File: src/rtl/iic_eeprom_target_if.sv
// Open-drain I2C bus seen by the EEPROM target: SCL/SDA as sampled from the wire,
// plus the SDA pull-down enable driven back by the target.
interface iic_eeprom_target_if;
  logic scl_i;
  logic sda_i;
  logic sda_oe;

  modport master (output scl_i, output sda_i, input sda_oe);
  modport slave  (input scl_i, input sda_i, output sda_oe);
endinterface

File: src/rtl/iic_eeprom_target.sv
// I2C target modelling a 24C02-class EEPROM: byte/page writes, random/sequential/current reads.
// Optional write protect input wp_i is enabled by defining IIC_EEPROM_WP_EN.
module iic_eeprom_target #(
  parameter logic [6:0] DEV_ADDR  = 7'h50,
  parameter int         ADDR_W    = 8,
  parameter int         PAGE_SIZE = 8
) (
  input  logic              clk,
  input  logic              rst,
`ifdef IIC_EEPROM_WP_EN
  input  logic              wp_i,
`endif
  iic_eeprom_target_if.slave bus,
  output logic              busy,
  output logic              wr_stb,
  output logic [ADDR_W-1:0] wr_addr,
  output logic [7:0]        wr_data
);

  typedef enum logic [3:0] {
    S_IDLE, S_DEV_ADDR, S_DEV_ACK, S_WORD_ADDR, S_WORD_ACK,
    S_WR_DATA, S_WR_ACK, S_RD_DATA, S_RD_ACK
  } state_t;

  localparam logic [ADDR_W-1:0] PMASK = ADDR_W'(PAGE_SIZE - 1);

  // Array initialiser gives the erased-EEPROM image; reset never touches it.
  logic [7:0] r_mem [0:2**ADDR_W-1] = '{default: 8'hFF};

  logic [2:0]        r_scl, r_sda;
  state_t            r_state;
  logic [3:0]        r_cnt;
  logic [7:0]        r_sh, r_tx;
  logic [ADDR_W-1:0] r_ptr, r_waddr;
  logic [7:0]        r_wdata;
  logic              r_rw, r_nack, r_oe, r_busy, r_stb;
  logic              w_rise, w_fall, w_scl_hi, w_start, w_stop, w_sda, w_wp;

  // [1] is the synchronised level, [2] the history bit used for edge detection.
  always_ff @(posedge clk) begin
    if (rst) begin
      r_scl <= 3'b111;
      r_sda <= 3'b111;
    end else begin
      r_scl <= {r_scl[1:0], bus.scl_i};
      r_sda <= {r_sda[1:0], bus.sda_i};
    end
  end

  assign w_rise   =  r_scl[1] & ~r_scl[2];
  assign w_fall   = ~r_scl[1] &  r_scl[2];
  assign w_scl_hi =  r_scl[1] &  r_scl[2];
  assign w_start  = w_scl_hi &  r_sda[2] & ~r_sda[1];
  assign w_stop   = w_scl_hi & ~r_sda[2] &  r_sda[1];
  assign w_sda    = r_sda[1];

`ifdef IIC_EEPROM_WP_EN
  logic [1:0] r_wp;
  always_ff @(posedge clk) begin
    if (rst) r_wp <= 2'b00;
    else     r_wp <= {r_wp[0], wp_i};
  end
  assign w_wp = r_wp[1];
`else
  assign w_wp = 1'b0;
`endif

  always_ff @(posedge clk) begin
    if (rst) begin
      r_state <= S_IDLE;
      r_cnt   <= 4'd0;
      r_sh    <= 8'd0;
      r_tx    <= 8'd0;
      r_ptr   <= '0;
      r_waddr <= '0;
      r_wdata <= 8'd0;
      r_rw    <= 1'b0;
      r_nack  <= 1'b0;
      r_oe    <= 1'b0;
      r_busy  <= 1'b0;
      r_stb   <= 1'b0;
    end else begin
      r_stb <= 1'b0;
      if (w_start) begin
        r_state <= S_DEV_ADDR;
        r_cnt   <= 4'd0;
        r_oe    <= 1'b0;
      end else if (w_stop) begin
        r_state <= S_IDLE;
        r_oe    <= 1'b0;
        r_busy  <= 1'b0;
      end else begin
        // Count 4'hF parks the byte counter so a refused write byte never re-triggers.
        if (w_rise && r_cnt != 4'hF) r_cnt <= r_cnt + 4'd1;
        if (w_rise) r_sh <= {r_sh[6:0], w_sda};
        case (r_state)
          S_DEV_ADDR: if (w_fall && r_cnt == 4'd8) begin
            if (r_sh[7:1] == DEV_ADDR) begin
              r_oe    <= 1'b1;
              r_rw    <= r_sh[0];
              r_busy  <= 1'b1;
              r_state <= S_DEV_ACK;
            end else begin
              r_busy  <= 1'b0;
              r_state <= S_IDLE;
            end
          end
          S_DEV_ACK: if (w_fall) begin
            r_cnt <= 4'd0;
            if (r_rw) begin
              r_tx    <= r_mem[r_ptr];
              r_oe    <= ~r_mem[r_ptr][7];
              r_state <= S_RD_DATA;
            end else begin
              r_oe    <= 1'b0;
              r_state <= S_WORD_ADDR;
            end
          end
          S_WORD_ADDR: if (w_fall && r_cnt == 4'd8) begin
            r_ptr   <= r_sh[ADDR_W-1:0];
            r_oe    <= 1'b1;
            r_state <= S_WORD_ACK;
          end
          S_WORD_ACK, S_WR_ACK: if (w_fall) begin
            r_cnt   <= 4'd0;
            r_oe    <= 1'b0;
            r_state <= S_WR_DATA;
          end
          S_WR_DATA: if (w_fall && r_cnt == 4'd8) begin
            if (w_wp) begin
              r_cnt <= 4'hF;
            end else begin
              r_stb   <= 1'b1;
              r_waddr <= r_ptr;
              r_wdata <= r_sh;
              r_ptr   <= (r_ptr & ~PMASK) | ((r_ptr + ADDR_W'(1)) & PMASK);
              r_oe    <= 1'b1;
              r_state <= S_WR_ACK;
            end
          end
          S_RD_DATA: if (w_fall) begin
            if (r_cnt == 4'd8) begin
              r_oe    <= 1'b0;
              r_state <= S_RD_ACK;
            end else begin
              r_tx <= {r_tx[6:0], 1'b0};
              r_oe <= ~r_tx[6];
            end
          end
          S_RD_ACK: begin
            if (w_rise) begin
              r_ptr  <= r_ptr + ADDR_W'(1);
              r_nack <= w_sda;
            end
            if (w_fall) begin
              if (r_nack) begin
                r_busy  <= 1'b0;
                r_state <= S_IDLE;
              end else begin
                r_cnt   <= 4'd0;
                r_tx    <= r_mem[r_ptr];
                r_oe    <= ~r_mem[r_ptr][7];
                r_state <= S_RD_DATA;
              end
            end
          end
          default: ;
        endcase
      end
    end
  end

  always_ff @(posedge clk) begin
    if (r_stb) r_mem[r_waddr] <= r_wdata;
  end

  assign bus.sda_oe = r_oe;
  assign busy       = r_busy;
  assign wr_stb     = r_stb;
  assign wr_addr    = r_waddr;
  assign wr_data    = r_wdata;

endmodule
File: src/flat_wrapper.sv
// flat-port wrapper written by rule: the top's interface ports become plain ports
module iic_eeprom_target_flat 
#(
  parameter logic [6:0] DEV_ADDR  = 7'h50,
  parameter int         ADDR_W    = 8,
  parameter int         PAGE_SIZE = 8
)
  (clk, rst, busy, wr_stb, wr_addr, wr_data, bus_scl_i, bus_sda_i, bus_sda_oe);
  iic_eeprom_target_if bus_i ();
  input  logic clk;
  input  logic rst;
  output logic busy;
  output logic wr_stb;
  output logic [ADDR_W-1:0] wr_addr;
  output logic [7:0] wr_data;
  input wire logic [$bits(bus_i.scl_i)-1:0] bus_scl_i;
  input wire logic [$bits(bus_i.sda_i)-1:0] bus_sda_i;
  output wire logic [$bits(bus_i.sda_oe)-1:0] bus_sda_oe;
  assign bus_i.scl_i = bus_scl_i;
  assign bus_i.sda_i = bus_sda_i;
  assign bus_sda_oe = bus_i.sda_oe;
  iic_eeprom_target #(.DEV_ADDR(DEV_ADDR), .ADDR_W(ADDR_W), .PAGE_SIZE(PAGE_SIZE)) u_core (.clk(clk), .rst(rst), .bus(bus_i), .busy(busy), .wr_stb(wr_stb), .wr_addr(wr_addr), .wr_data(wr_data));
endmodule
File: config.mk
export PLATFORM = sky130hd
export DESIGN_NAME = iic_eeprom_target_flat
export DESIGN_NICKNAME = d
export VERILOG_FILES = /design/src/rtl/iic_eeprom_target_if.sv /design/src/rtl/iic_eeprom_target.sv /design/src/flat_wrapper.sv
export SDC_FILE = /design/constraint.sdc
export NUM_CORES = 2
export LEC_CHECK = 0
export BUFFER_PORTS_ARGS = -buffer_cell sky130_fd_sc_hd__buf_2
export CELL_PAD_IN_SITES_DETAIL_PLACEMENT = 2
export CELL_PAD_IN_SITES_GLOBAL_PLACEMENT = 2
export CORE_MARGIN = 4
export CORE_UTILIZATION = 40
export CTS_BUF_LIST = sky130_fd_sc_hd__clkbuf_4 sky130_fd_sc_hd__clkbuf_8
export CTS_CLUSTER_SIZE = 40
export DETAILED_ROUTE_END_ITERATION = 8
export PLACE_DENSITY = 0.64
export SYNTH_ARGS = -nofsm -noshare
export SYNTH_HDL_FRONTEND = slang
export SYNTH_SLANG_ARGS = --single-unit
export TNS_END_PERCENT = 30
File: constraint.sdc
create_clock -name clk -period 5.44 [get_ports clk]
set_clock_uncertainty 0.2 [all_clocks]
set_input_delay 1.088 -clock clk [delete_from_list [all_inputs] [get_ports clk]]
set_output_delay 1.088 -clock clk [all_outputs]
set_load 0.02 [all_outputs]
==> impl_metrics.json <==
{
  "ir_drop_v": 0.000266,
  "cts_buffer_depth": 4,
  "critical_path_depth": 4,
  "crit_path_end_kind": "register",
  "synth_top_area_cell": "edfxtp_1",
  "finalPower_mw": 31.8,
  "ys_ff_latch": 2114,
  "p_sw_mw": 6.60,
  "grt_pass1_vias": 48500,
  "grt_max_degree": 179,
  "h-tree-depth": 5,
  "synth_area_um2": 82800,
  "place_congestion": 0.864,
  "cts.clk_slew.worst_paths_ns": 0.06,
  "yosysMostFrequentCell": "edfxtp_1",
  "critPathKind": "reg2reg",
  "ant_nets": 0,
  "met2_length_um": 137000,
  "maxSlewHeadroom": 0.0297,
  "final_cell_count_no_fill": 7474,
  "worstReg2RegStart": "u_core.wr_addr[0]",
  "top_layer_used": "met5",
  "critical-path-top-delay-family": "simple AND/OR/NAND/NOR gates",
  "cts.repair.resized": 0,
  "nFillCells": 18500,
  "dpl.hpwl_um": 177000,
  "critPathLaunchType": "register",
  "synth_cell_types": 76,
  "cts_tree": "built",
  "required_ns": 5.88,
  "p_comb_frac": 0.001,
  "io_pins": 23,
  "drtIter0Drc": 5442,
  "cts.sinks": 2114,
  "ys_warn_count": 0,
  "post_cts.repair.setup_buffers": 0,
  "cp_max_fo": 12,
  "dp.cells": 6830,
  "seq_power_share": 0.553,
  "fmax_mhz": 223,
  "drc": 0,
  "clockRootBuffer": "clkbuf_8",
  "rsz0062_at_grt": "no",
  "grt_use_total": 0.260,
  "endpoint": "u_core.r_mem[58][4]",
  "path_cells": "nor2b_1, nand3_1, buf_4, nor2_1",
  "p_leak_nw": 29.3,
  "port_buffers": 22,
  "design_area_um2": 93900,
  "drt-met1-wl_um": 114000,
  "vias": 45200,
  "cts_buffers": 374,
  "worstHoldStart": "u_core.r_sda[0]",
  "max_stage_delay_ns": 1.06,
  "hold_class": "reg2reg",
  "final-hold-violation-count": 0,
  "fin_nets": 4527,
  "startpoint": "u_core.wr_addr[0]",
  "synth-edff-count": 2048,
  "fin_setup_tns_ns": 0,
  "postRouteWirelength_um": 281000,
  "synth_compound_area_frac": 0.0296,
  "reg2reg_to": "u_core.r_mem[58][4]",
  "clock_latency_ns": 1.04,
  "fin_crit_ns": 4.49,
  "cap_violations": 0,
  "wl_per_cell_um": 37.6,
  "initial_core_util": 0.403,
  "maxSlewViolCount": 0,
  "drtPass1Iterations": 5,
  "grt_pass1_wl_um": 395000,
  "yosys.area_share.simple": 0.0408,
  "ys_seq_area_frac": 0.759,
  "drive_gt1_frac": 0.283,
  "synthAdderAreaFrac": 0.000454,
  "finish.utilization": 0.458,
  "overflow": 0,
  "yosysTopAreaCellShare": 0.743,
  "syn_avg_cell_area_um2": 20.0,
  "synth_top_flop_cell": "edfxtp_1",
  "status": "completed",
  "netlist_instances": 4134,
  "muxShareOfSynthArea": 0.153,
  "area_growth_pct": 13.4,
  "core_um2": 205000,
  "via_per_inst": 6.05,
  "rrSetupSlack_ns": 0.95,
  "p_per_area_nw_per_um2": 339,
  "row_count": 166,
  "finalSetupViolCount": 0,
  "dieArea_um2": 214000,
  "syn-num-nets": 4141,
  "ff2ff_path_depth": 4,
  "intPower_mw": 25.2,
  "cpMaxStageDelayCell": "nor2b_1",
  "fin_hold_ws_ns": 0.207,
  "synth_top_family_by_area": "multiplexers",
  "fin_ws_ns": 0.951,
  "power_frac_clock": 0.446,
  "cp.arrival_ns": 4.93,
  "cp_num_buf_inv": 1,
  "met3WireLength_um": 20200,
  "synth-async-reset-ratio": 0,
  "die_x_um": 463,
  "antenna_found_initial": 17,
  "die_h_um": 463,
  "place_area_um2": 86900,
  "synth_xor_area_frac": 0.000423,
  "synthTopCellsByCount": "2,048 x edfxtp_1, 492 x mux4_2, 351 x nor2_1",
  "p_sw_frac": 0.208,
  "tightest_slew_ns": 1.46,
  "synth.area.top_cells": "edfxtp_1 74%, mux4_2 13%, dfxtp_1 1.6%",
  "finalCritPeriodShare": 0.825,
  "dp_slack_ns": 1.05
}
worst reg2reg max path: stages, from the launching register on:
cell	delay [ns]
dfxtp_1	0.55
nor2b_1	1.07
nand3_1	0.93
buf_4	0.52
nor2_1	0.83
layout by cell type (no fill, tap or decap), drive strengths merged, types with 7 or more instances in the layout:
cell,instances
nor2,351
dfxtp,66
o211ai,9
a31oi,19
a221oi,15
nor2b,30
clkinv,100
mux2i,129
buf,251
nor3,32
o21ai,53
a22oi,54
o221ai,15
or2,12
nand3,80
nor4,7
nand2b,22
mux4,499
a21oi,70
clkbuf,526
mux2,9
edfxtp,2048
a211oi,16
nand4,21
a311oi,8
o22ai,38
inv,16
and2,7
nand2,170
cells by family after synthesis:
| family | count (synthesis) |
|---|---|
| xor gates and xnor gates | 4 |
| buffers and inverters | 255 |
| adders and majority gates | 3 |
| and+or+nand+nor | 763 |
| muxes | 637 |
| DFF | 2114 |
| AOI/OAI and AO/OA | 358 |
flip-flops by register name, summed over array words and instances, names as in the netlist, 3 cells and up, named ones only:
register / count
u_core.r_tx: 7
u_core.r_state: 4
u_core.r_sh: 8
u_core.r_ptr: 8
u_core.r_cnt: 4
u_core.wr_addr: 8
u_core.r_sda: 3
u_core.r_scl: 3
u_core.r_mem: 2048
u_core.wr_data: 8
metal layers:
metal  up-vias  track usage
met2      2067        0.427
met3       523       0.0516
met4         6       0.0855
li1      17900            -
met1     24800        0.349
met5         -            0
worst min-delay path by stage:
stage                     slack, ns  cells past startpoint         endpoint
after floorplan                0.19                      1  u_core.r_scl[1]
after global placement         0.19                      1  u_core.r_scl[1]
after detailed placement       0.20                      1  u_core.r_sda[1]
after CTS                      0.20                      1  u_core.r_sda[1]
after global routing           0.21                      1  u_core.r_sda[1]
final                          0.21                      1  u_core.r_sda[1]
power groups by stage:
stage / registers, mW / clock network [mW] / logic, mW
6_report: 17.6 / 14.2 / 0.0299
5_1_grt: 17.6 / 15.2 / 0.0327
4_1_cts: 17.6 / 14.5 / 0.0303
3_5_place_dp: 17.9 / 0 / 0.0290
3_3_place_gp: 17.9 / 0 / 0.0286
2_1_floorplan: 17.9 / 0 / 0.0189
timing repair:
action / in CTS / in global routing
hold buffers: 2 / 0
hold endpoints to repair: 2 / 0
setup endpoints to repair: 0 / 0
layout make-up:
type | instances | area, um2 | area share
clock inverter | 110 | 566 | 0.00602
multi-input combinational | 1765 | 18600 | 0.198
tap | 2688 | 3360 | 0.0358
sequential | 2114 | 62900 | 0.670
inverter | 12 | 46.3 | 0.000493
timing repair buffer | 253 | 2110 | 0.0225
antenna | 6 | 15.0 | 0.000160
clock buffer | 526 | 6350 | 0.0676
(Power assumes the default switching activity.)
